[config.mk]
export PLATFORM = sky130hd
export DESIGN_NAME = rr_arbiter8_flat
export DESIGN_NICKNAME = d
export VERILOG_FILES = /design/src/rtl/arb_pkg.sv /design/src/rtl/rr_arbiter8_if.sv /design/src/rtl/rr_pick8.sv /design/src/rtl/rr_arbiter8.sv /design/src/flat_wrapper.sv
export SDC_FILE = /design/constraint.sdc
export NUM_CORES = 1
export LEC_CHECK = 0
export CAP_MARGIN = 20
export CORE_MARGIN = 2
export CORE_UTILIZATION = 25
export CTS_BUF_LIST = sky130_fd_sc_hd__clkbuf_4
export CTS_CLUSTER_DIAMETER = 200
export DETAILED_ROUTE_END_ITERATION = 6
export GPL_ROUTABILITY_DRIVEN = 1
export SLEW_MARGIN = 20
export SYNTH_ARGS = -nofsm -noshare
export SYNTH_HDL_FRONTEND = slang
export SYNTH_SLANG_ARGS = --single-unit
[constraint.sdc]
create_clock -name clk -period 4.2 [get_ports clk]
set_clock_uncertainty 0.15 [all_clocks]
set_input_delay 0.84 -clock clk [delete_from_list [all_inputs] [get_ports clk]]
set_output_delay 0.84 -clock clk [all_outputs]
set_load 0.005 [all_outputs]
[src/rtl/arb_pkg.sv]
// ============================================================================
// Module      : arb_pkg
// Description : Shared constants and types for the rr_arbiter8 block.
// Revision    : 1.0 - initial release
// ============================================================================
`default_nettype none

package arb_pkg;

    localparam int N_REQ       = 8;
    localparam int IDX_W       = 3;
    localparam int TIMEOUT_CYC = 16;
    localparam int CNT_W       = $clog2(TIMEOUT_CYC + 1);

    typedef enum logic [0:0] {
        IDLE = 1'b0,
        BUSY = 1'b1
    } state_t;

    typedef logic [N_REQ-1:0] req_vec_t;
    typedef logic [IDX_W-1:0] idx_t;

endpackage

`default_nettype wire

[src/rtl/rr_arbiter8_if.sv]
// ============================================================================
// Module      : rr_arbiter8_if
// Description : Request/grant bundle between the requester array and arbiter.
// Revision    : 1.0 - initial release
// ============================================================================
`default_nettype none

interface rr_arbiter8_if;
    import arb_pkg::*;

    req_vec_t req;
    logic     rel;
    req_vec_t gnt;
    idx_t     gnt_idx;
    logic     gnt_vld;
    logic     timeout;

    modport master (
        output req, rel,
        input  gnt, gnt_idx, gnt_vld, timeout
    );

    modport slave (
        input  req, rel,
        output gnt, gnt_idx, gnt_vld, timeout
    );

endinterface

`default_nettype wire

[src/rtl/rr_pick8.sv]
// ============================================================================
// Module      : rr_pick8
// Description : Rotating-start 8:3 priority pick (combinational).
// Revision    : 1.0 - initial release
// ============================================================================
`default_nettype none

module rr_pick8
    import arb_pkg::*;
(
    input  req_vec_t req,
    input  idx_t     ptr,
    output idx_t     pick_idx,
    output logic     pick_vld
);

    req_vec_t rot_w;
    idx_t     src_w;
    idx_t     enc_w;

    // Rotate right by ptr so that requester ptr lands on bit 0.
    always_comb begin
        rot_w = '0;
        src_w = '0;
        for (int k = 0; k < N_REQ; k++) begin
            src_w    = idx_t'(k) + ptr;
            rot_w[k] = req[src_w];
        end
    end

    always_comb begin
        enc_w = '0;
        for (int k = N_REQ - 1; k >= 0; k--) begin
            if (rot_w[k]) begin
                enc_w = idx_t'(k);
            end
        end
    end

    assign pick_vld = |req;
    assign pick_idx = enc_w + ptr;

endmodule

`default_nettype wire

[src/rtl/rr_arbiter8.sv]
// ============================================================================
// Module      : rr_arbiter8
// Description : 8-way round-robin arbiter with registered, held grants.
//               Optional forced release enabled by macro ARB_TIMEOUT_EN.
// Revision    : 1.0 - initial release
// ============================================================================
`default_nettype none

module rr_arbiter8
    import arb_pkg::*;
(
    input  logic           clk,
    input  logic           rst_n,
    rr_arbiter8_if.slave   bus
);

    state_t   state_q,   state_d;
    req_vec_t gnt_q,     gnt_d;
    idx_t     gnt_idx_q, gnt_idx_d;
    logic     gnt_vld_q, gnt_vld_d;
    idx_t     ptr_q,     ptr_d;

    idx_t     pick_idx;
    logic     pick_vld;
    logic     rel_evt;

`ifdef ARB_TIMEOUT_EN
    logic [CNT_W-1:0] hold_cnt_q, hold_cnt_d;
    logic             timeout_q,  timeout_d;
`endif

    rr_pick8 u_pick (
        .req      (bus.req),
        .ptr      (ptr_q),
        .pick_idx (pick_idx),
        .pick_vld (pick_vld)
    );

    // Dropping the owner's request is an abandon and counts as a release.
    assign rel_evt = bus.rel | ~bus.req[gnt_idx_q];

    always_comb begin
        state_d   = state_q;
        gnt_d     = gnt_q;
        gnt_idx_d = gnt_idx_q;
        gnt_vld_d = gnt_vld_q;
        ptr_d     = ptr_q;
`ifdef ARB_TIMEOUT_EN
        hold_cnt_d = hold_cnt_q;
        timeout_d  = 1'b0;
`endif
        case (state_q)
            IDLE: begin
                if (pick_vld) begin
                    gnt_d     = req_vec_t'(1) << pick_idx;
                    gnt_idx_d = pick_idx;
                    gnt_vld_d = 1'b1;
                    state_d   = BUSY;
`ifdef ARB_TIMEOUT_EN
                    hold_cnt_d = '0;
`endif
                end
            end
            BUSY: begin
                if (rel_evt) begin
                    gnt_d     = '0;
                    gnt_vld_d = 1'b0;
                    ptr_d     = gnt_idx_q + idx_t'(1);
                    state_d   = IDLE;
                end
`ifdef ARB_TIMEOUT_EN
                // Counter value TIMEOUT_CYC-1 marks the last permitted visible cycle.
                else if (hold_cnt_q == CNT_W'(TIMEOUT_CYC - 1)) begin
                    gnt_d     = '0;
                    gnt_vld_d = 1'b0;
                    ptr_d     = gnt_idx_q + idx_t'(1);
                    state_d   = IDLE;
                    timeout_d = 1'b1;
                end else begin
                    hold_cnt_d = hold_cnt_q + CNT_W'(1);
                end
`endif
            end
            default: state_d = IDLE;
        endcase
    end

    always_ff @(posedge clk or negedge rst_n) begin
        if (!rst_n) begin
            state_q   <= IDLE;
            gnt_q     <= '0;
            gnt_idx_q <= '0;
            gnt_vld_q <= 1'b0;
            ptr_q     <= '0;
`ifdef ARB_TIMEOUT_EN
            hold_cnt_q <= '0;
            timeout_q  <= 1'b0;
`endif
        end else begin
            state_q   <= state_d;
            gnt_q     <= gnt_d;
            gnt_idx_q <= gnt_idx_d;
            gnt_vld_q <= gnt_vld_d;
            ptr_q     <= ptr_d;
`ifdef ARB_TIMEOUT_EN
            hold_cnt_q <= hold_cnt_d;
            timeout_q  <= timeout_d;
`endif
        end
    end

    assign bus.gnt     = gnt_q;
    assign bus.gnt_idx = gnt_idx_q;
    assign bus.gnt_vld = gnt_vld_q;
`ifdef ARB_TIMEOUT_EN
    assign bus.timeout = timeout_q;
`else
    assign bus.timeout = 1'b0;
`endif

endmodule

`default_nettype wire
[src/flat_wrapper.sv]
// flat-port wrapper written by rule: the top's interface ports become plain ports
module rr_arbiter8_flat import arb_pkg::*;
  (clk, rst_n, bus_req, bus_rel, bus_gnt, bus_gnt_idx, bus_gnt_vld, bus_timeout);
  rr_arbiter8_if bus_i ();
  input  logic clk;
  input  logic rst_n;
  input wire logic [$bits(bus_i.req)-1:0] bus_req;
  input wire logic [$bits(bus_i.rel)-1:0] bus_rel;
  output wire logic [$bits(bus_i.gnt)-1:0] bus_gnt;
  output wire logic [$bits(bus_i.gnt_idx)-1:0] bus_gnt_idx;
  output wire logic [$bits(bus_i.gnt_vld)-1:0] bus_gnt_vld;
  output wire logic [$bits(bus_i.timeout)-1:0] bus_timeout;
  assign bus_i.req = bus_req;
  assign bus_i.rel = bus_rel;
  assign bus_gnt = bus_i.gnt;
  assign bus_gnt_idx = bus_i.gnt_idx;
  assign bus_gnt_vld = bus_i.gnt_vld;
  assign bus_timeout = bus_i.timeout;
  rr_arbiter8 u_core (.clk(clk), .rst_n(rst_n), .bus(bus_i));
endmodule
==> impl_results.md, run 1 <==
* CP cell instances: inv_2 -> ha_1 -> mux2i_1 -> mux4_2 -> nand2b_1 -> o21ai_0 -> nand2_1 -> a221oi_2 -> ha_2 -> inv_1 -> fa_1 -> or3b_2 -> nor2_1 -> nand3_1 -> nand3_1
* ANT cells at 0
* Ratio of cells with drive above 1 in the final layout at 31.6%
* Layout fillers at 601
* Maximum Capacitance Violations at 0
* Ports at 24
* Critical path endpoint: u_core.bus.gnt[4]$_DFFE_PN0P_
* Vias per cell at 4.89
* DR iter-0 viols at 59
* GRT Util Overall at 11.8%
* Worst-Skew Late Latency at 0.29 ns
* FFs w/ async S/R, synth at 100%
* CP Class: flip-flop to flip-flop
* First-pass GRT wire length at 6290 um
* Netlist cell types at 42
* Worst min path class: flip-flop to flip-flop
* Leading post-synthesis cells by cell area: dfrtp_1, mux4_2, nand3_1
* CP startpoint kind: flip-flop
* Final worst slack at 0.318 ns
* Post CTS Setup Buffer Count at 0
* Pwr/cell area at 953 nW/um^2
* Instance count on the critical path at 15
* Number of synthesized flops with an enable pin at 0
* Gate Count Post-Synth at 149
* Largest net degree at the start of global routing at 17
* GRT overflow at 0
* Clock Sinks at 16
* Critical path's largest stage delay at 0.51 ns
* Sequential share of the synthesized area at 26.2%
* Crit Path Max Fanout at 6
* Antenna-violating nets left at 0
* Top FF cell, synth: dfrtp_1
* Die ar. at 6760 sq um
* Register bit count reported by yosys at 16
* Layout Nets at 207
* Routability congestion estimate at 0.812
* Critical Path Start: u_core.ptr_q[0]$_DFFE_PN0P_
* Synthesized area at 1530 sq um
* # hold bufs at CTS at 0
* RSZ-0062 raised after global routing: false
* CTS Buffer Depth at 2
* CP Capture Type: flip-flop
* Met1 Track Usage GR at 16.6%
* Slowest CP cell: fa_1
* R2r setup slk at 0.32 ns
* Detailed Route WL at 3530 um
* Row Count at 28
* Final core occ at 34.1%
* Final Power at 1930 uW
* Gr busiest metal: met2
* CTS buffer count at 3
* Area Growth Syn to Fin at 32.1%
* Synth top area share at 26.2%
* Top delay family on crit path: adder cells
* Mapped Nets at 165
* # H-tree levels at 1
* Die height at 82.2 um
* CTS tree: done
* Avg Synthesized Cell Area at 10.3 sq um
* Router iterations before antenna repair at 4
* Post-synth top area cell: dfrtp_1
* GR Util met2 at 19.0%
* Initial antenna violation count at 0
* CP dominant cell by count: nand3_1
* CP arrival at 3.96 ns
* Worst slack at placement at -0.239 ns
* Routed via count at 1296
* Root Buffer: clkbuf_4
* DRC viols at 0
* Post-cts repair resize count at 0
* CP Data Required Time at 4.28 ns
* CP bufs+invs at 2
* Final Slew Violations at 0
* Fin crit period at 3.88 ns
* Relative slew slack at 53.3%
* R2R cell count at 15
* Final worst-path cycle share at 92.4%
* Clk pin slew, worst setup/hold paths at 0.09 ns
* Worst-Margin Slew at 0.698 ns
* DP HPWL at 2890 um
* Status: complete, no violations
* Final Hold Viols at 0
* Initial core utilization at 25.8%
* Die Width at 82.2 um
* RR Endpoint: u_core.bus.gnt[4]$_DFFE_PN0P_
* YS warnings at 0
* I/O Buffers at 22
* Vias in the first global route at 1311
* Routed wire length per instance at 13.3 um
* Met3 usage at 1.41%
* Core region area at 5920 sq um
* Static leakage at 0.000876 uW
* # setup viols final at 0
* Peak supply drop at 0.482 mV
* Worst r2r src: u_core.ptr_q[0]$_DFFE_PN0P_
* Achievable frequency at 258 MHz
## cell type report
cell class / instances / area [sq um] / area share, %
Inverter: 4 / 15.0 / 0.743
Clock buffer: 3 / 22.5 / 1.11
Tap cell: 75 / 93.8 / 4.64
Sequential cell: 16 / 400 / 19.8
Multi-Input combinational cell: 118 / 1050 / 52.0
Clock inverter: 1 / 3.75 / 0.186
Timing Repair Buffer: 48 / 435 / 21.5
## state kept, by name (all words and copies together) (netlist names)
name / cells
u_core.bus.gnt_idx: 3
u_core.bus.gnt_vld: 1
u_core.state_q: 1
u_core.bus.gnt: 8
u_core.ptr_q: 3
## worst min-delay path by stage
stage | from | to | depth (start not counted)
final | u_core.bus.gnt[4]$_DFFE_PN0P_ | u_core.bus.gnt[4]$_DFFE_PN0P_ | 2
after global routing | u_core.bus.gnt_vld$_DFFE_PN0P_ | u_core.bus.gnt_vld$_DFFE_PN0P_ | 2
after CTS | u_core.bus.gnt[4]$_DFFE_PN0P_ | u_core.bus.gnt[4]$_DFFE_PN0P_ | 2
after detailed placement | u_core.bus.gnt[4]$_DFFE_PN0P_ | u_core.bus.gnt[4]$_DFFE_PN0P_ | 2
after global placement | u_core.bus.gnt[4]$_DFFE_PN0P_ | u_core.bus.gnt[4]$_DFFE_PN0P_ | 2
after floorplan | u_core.bus.gnt_vld$_DFFE_PN0P_ | u_core.bus.gnt_vld$_DFFE_PN0P_ | 2
## metal layers
layer | wire length, um | part of all wire (%)
met5 | 0 | 0
met3 | 61 | 1.7
met4 | 44 | 1.2
met2 | 1760 | 50
met1 | 1670 | 47
## report_power, final
group / switching [uW] / internal (uW)
Sequential: 50.4 / 213
Clock: 47.4 / 34.6
Combinational: 790 / 791
## worst min-delay path, delay by kind of cell (launching register included)
family / cells / cell delay [ns]
AND/OR/NAND/NOR: 2 / 0.10
flip-flops: 1 / 0.35
## kinds of logic (layout without fill, tap and decap cells)
group,after synthesis,count (layout),synth area share (%)
simple gates,58,58,19.9
mux,25,25,29.6
compound gates,23,23,10.4
flops,16,16,26.2
buf+inv,15,56,5.72
xor+xnor,6,6,3.43
fa+ha+maj,5,5,4.58
other cells,1,1,0.245
## per-stage QoR
step	TNS, ns	instance area (sq um)	hold WS, ns	instances
5_1_grt	0	2020	0.370	265
3_5_place_dp	-1.30	1970	0.321	261
2_1_floorplan	0	1530	0.321	149
3_3_place_gp	-1.12	1970	0.316	261
6_report	0	2020	0.332	265
4_1_cts	0	1990	0.342	265
## synthesized netlist by cell type (2+ instances only)
library cell,instances
mux2i_1,6
buf_6,3
inv_1,3
buf_1,2
nand3_1,16
buf_4,2
a32o_1,2
nor2_1,9
nand2_1,17
xnor2_1,3
mux4_1,2
nor2b_1,2
mux2_2,3
or3b_2,2
nor4_1,4
xor2_1,3
nand4b_1,2
dfrtp_1,16
clkbuf_1,3
o21ai_0,12
nand2b_1,2
mux4_2,12
ha_1,4
## cell usage in the layout, fill, tap and decap left out, types with 2 or more instances in the layout
cell type        synthesis  final
a32o_1                   2      2
buf_4                    2     26
clkbuf_4                 0      3
clkdlybuf4s50_1          0     14
dfrtp_1                 16     16
dlymetal6s2s_1           0      8
ha_1                     4      3
inv_1                    3      3
mux2_2                   3      3
mux2i_1                  6      6
mux4_2                  12     14
nand2_1                 17     17
nand2b_1                 2      2
nand3_1                 16     16
nand4b_1                 2      2
nor2_1                   9      9
nor2b_1                  2      2
nor4_1                   4      3
o21ai_0                 12     12
or3b_2                   2      2
xnor2_1                  3      3
xor2_1                   3      3
No activity file was read; power rests on OpenSTA's default activity.
==> run 2, diff against run 1 <==
- ABC_AREA: unset -> 0
- CORE_MARGIN: 2 -> 1.5
==> run 2 against run 1 <==
  * Non-clock buffer count down 1
  * Combinational power about the same
  * Via count is 2.2% higher
  * Setup slack worse by 0.019 ns
  * Critical endpoint unchanged
  * Largest cell class unchanged
==> impl_results.md, run 2 (synthesis results as in run 1) <==
* Largest net degree at the start of global routing at 17 (unchanged)
* # setup viols final at 0 (unchanged)
* Met1 Track Usage GR at 14.5% (-2.2 points)
* DP HPWL at 2850 um (-1.4%)
* Slowest CP cell: fa_1
* Sw power at 890 uW (+0.26%)
* CP dominant cell by count: nand3_1
* Final Slew Violations at 0 (unchanged)
* Ports at 24 (unchanged)
* DRC viols at 0 (unchanged)
* Post CTS Setup Buffer Count at 0 (unchanged)
* # hold bufs at CTS at 0 (unchanged)
* Most common cell after layout, fill and taps aside: buf_4
* Routed wire length per instance at 13.4 um (+0.83%)
* Router iterations before antenna repair at 4 (unchanged)
* CTS buffer count at 3 (unchanged)
* Commonest cells after routing, fill and taps aside: buf_4, nand2_1, nand3_1, dfrtp_1
* CP bufs+invs at 2 (unchanged)
* Int Pwr at 1040 uW (+0.14%)
* Gate power share at 82.0% (about the same)
* Final worst-path cycle share at 92.9% (+0.46 points)
* CP Capture Type: flip-flop
* First-pass GRT wire length at 6120 um (-2.7%)
* CP Data Required Time at 4.28 ns (about the same)
* Dpl cells at 260 (-0.38%)
* CP Class: flip-flop to flip-flop
* I/O Buffers at 22 (unchanged)
* Final Non-Filler Cells at 264 (-0.38%)
* Routability congestion estimate at 0.751 (-7.5%)
* CTS Buffer Depth at 2 (unchanged)
* Area Growth Syn to Fin at 32.1% (about the same)
* GRT Util Overall at 11.7% (-0.086 points)
* Achievable frequency at 256 MHz (-0.49%)
* Pwr/cell area at 954 nW/um^2 (+0.13%)
* Layout fillers at 595 (-1.0%)
* Clock Sinks at 16 (unchanged)
* CP cell instances: inv_2 -> ha_1 -> mux2i_1 -> mux4_2 -> nand2b_1 -> o21ai_0 -> nand2_1 -> a221oi_2 -> ha_2 -> inv_1 -> fa_1 -> or3b_2 -> nor2_1 -> nand3_1 -> nand3_1
* Crit Path Max Fanout at 6 (unchanged)
* Instance count on the critical path at 15 (unchanged)
* Initial antenna violation count at 0 (unchanged)
* CP startpoint kind: flip-flop
* Root Buffer: clkbuf_4
* Core region area at 5920 sq um (unchanged)
* Met3 usage at 2.02% (+0.61 points)
* Layout Nets at 206 (-0.48%)
* Relative slew slack at 52.9% (-0.44 points)
* CTS tree: done
* Status: complete, no violations
* Peak supply drop at 0.457 mV (-5.2%)
* Gr busiest metal: met2
* Clock network power share at 4.3% (about the same)
* GR Util met2 at 21.0% (+2.0 points)
* ANT cells at 0 (unchanged)
* Fin crit period at 3.90 ns (+0.0192 ns)
* R2R cell count at 15 (unchanged)
* Hold path depth at 2 (unchanged)
* Largest register FFs at 8 (unchanged)
* Antenna-violating nets left at 0 (unchanged)
* Static leakage at 0.000870 uW (-0.70%)
* Detailed Route WL at 3550 um (+0.45%)
* Die ar. at 6600 sq um (-2.4%)
* Die Width at 81.2 um (-1.2%)
* Final Hold Viols at 0 (unchanged)
* Maximum Capacitance Violations at 0 (unchanged)
* Worst-Skew Late Latency at 0.28 ns (about the same)
* Sw frac at 46.1% (about the same)
* Worst min path class: flip-flop to flip-flop
* Routed via count at 1324 (+2.2%)
* Die height at 81.2 um (-1.2%)
* Clk pin slew, worst setup/hold paths at 0.10 ns (about the same)
* Worst-Margin Slew at 0.705 ns (+0.00663 ns)
* Share of power burned in registers at 13.6% (about the same)
* Row Count at 28 (unchanged)
* Vias per cell at 5.02 (+2.5%)
* Ratio of cells with drive above 1 in the final layout at 31.7% (+0.17 points)
* Vias in the first global route at 1334 (+1.8%)
* Critical path's largest stage delay at 0.52 ns (about the same)
* Top delay family on crit path: adder cells
* Setup TNS at 0 ns (unchanged)
* Initial core utilization at 25.8% (unchanged)
* DR iter-0 viols at 40 (-32%)
* RSZ-0062 raised after global routing: false
* # H-tree levels at 1 (unchanged)
* Post-cts repair resize count at 0 (unchanged)
* CP arrival at 3.98 ns (+0.02 ns)
* GRT overflow at 0 (unchanged)
==> run 2: cell count changes in the layout (fill, tap and decap cells not counted) <==
cell     previous run  this run
buf_4              26        25
mux2i_4             1         2
nor4_1              3         4
nor4_2              1         0
mux2i_1             6         5
nor2_2              0         1
nor2_1              9         8
==> run 2: path summary, 6_finish.rpt <==
path | startpoint | end | slack [ns]
setup / recovery | u_core.ptr_q[0]$_DFFE_PN0P_ | u_core.bus.gnt[4]$_DFFE_PN0P_ | 0.30
min in group asynchronous | rst_n | u_core.bus.gnt[4]$_DFFE_PN0P_ | 0.81
max in group asynchronous | rst_n | u_core.bus.gnt_idx[1]$_DFFE_PN0P_ | 2.63
hold reg to reg | u_core.bus.gnt[4]$_DFFE_PN0P_ | u_core.bus.gnt[4]$_DFFE_PN0P_ | 0.34
setup reg to reg | u_core.ptr_q[0]$_DFFE_PN0P_ | u_core.bus.gnt[4]$_DFFE_PN0P_ | 0.30
hold / removal | u_core.bus.gnt[4]$_DFFE_PN0P_ | u_core.bus.gnt[4]$_DFFE_PN0P_ | 0.34
==> run 2: final cells by class <==
cell class | count | area [sq um] | share of cell area (%)
multi-input cells | 118 | 1060 | 52.4
flip-flops and latches | 16 | 400 | 19.8
inverters | 4 | 15.0 | 0.743
clock inverters | 1 | 3.75 | 0.186
repair buffers | 47 | 428 | 21.2
well taps | 75 | 93.8 | 4.64
clock buffers | 3 | 22.5 | 1.11
==> run 2: worst reg2reg max path, stage by stage (launching register included) <==
cell and delay (ns):
dfrtp_1 0.40, inv_2 0.16, ha_1 0.37, mux2i_1 0.18, mux4_2 0.48, nand2b_1 0.15
o21ai_0 0.08, nand2_1 0.08, a221oi_2 0.21, ha_2 0.20, inv_1 0.04, fa_1 0.52
or3b_2 0.48, nor2_1 0.15, nand3_1 0.09, nand3_1 0.11
==> run 2: metrics by stage <==
step           utilization, %  hold slack [ns]  power [uW]  setup WS [ns]  area (sq um)
3_3_place_gp             33.1            0.318        1780         -0.229          1960
2_1_floorplan               -            0.321        1360          0.302          1530
4_1_cts                  33.5            0.348        1890         0.0319          1990
6_report                 34.2            0.341        1930          0.298          2020
5_1_grt                  34.2            0.377        2110         0.0278          2020
3_5_place_dp             33.1            0.317        1800         -0.270          1960
==> run 2: per-layer routing <==
metal / share of wire, % / vias to the layer above / wire, um
met3: 3.5 / 4 / 125
li1: - / 637 / -
met5: 0 / - / 0
met2: 51 / 20 / 1810
met1: 45 / 663 / 1590
met4: 0.79 / 0 / 28
==> run 2: power by group through the flow <==
stage	logic, uW	registers, uW	clock network (uW)
after global placement	1510	266	0
after floorplan	1100	257	0
after detailed placement	1530	267	0
final	1580	263	83.7
after CTS	1540	265	86.2
after global routing	1740	272	91.3
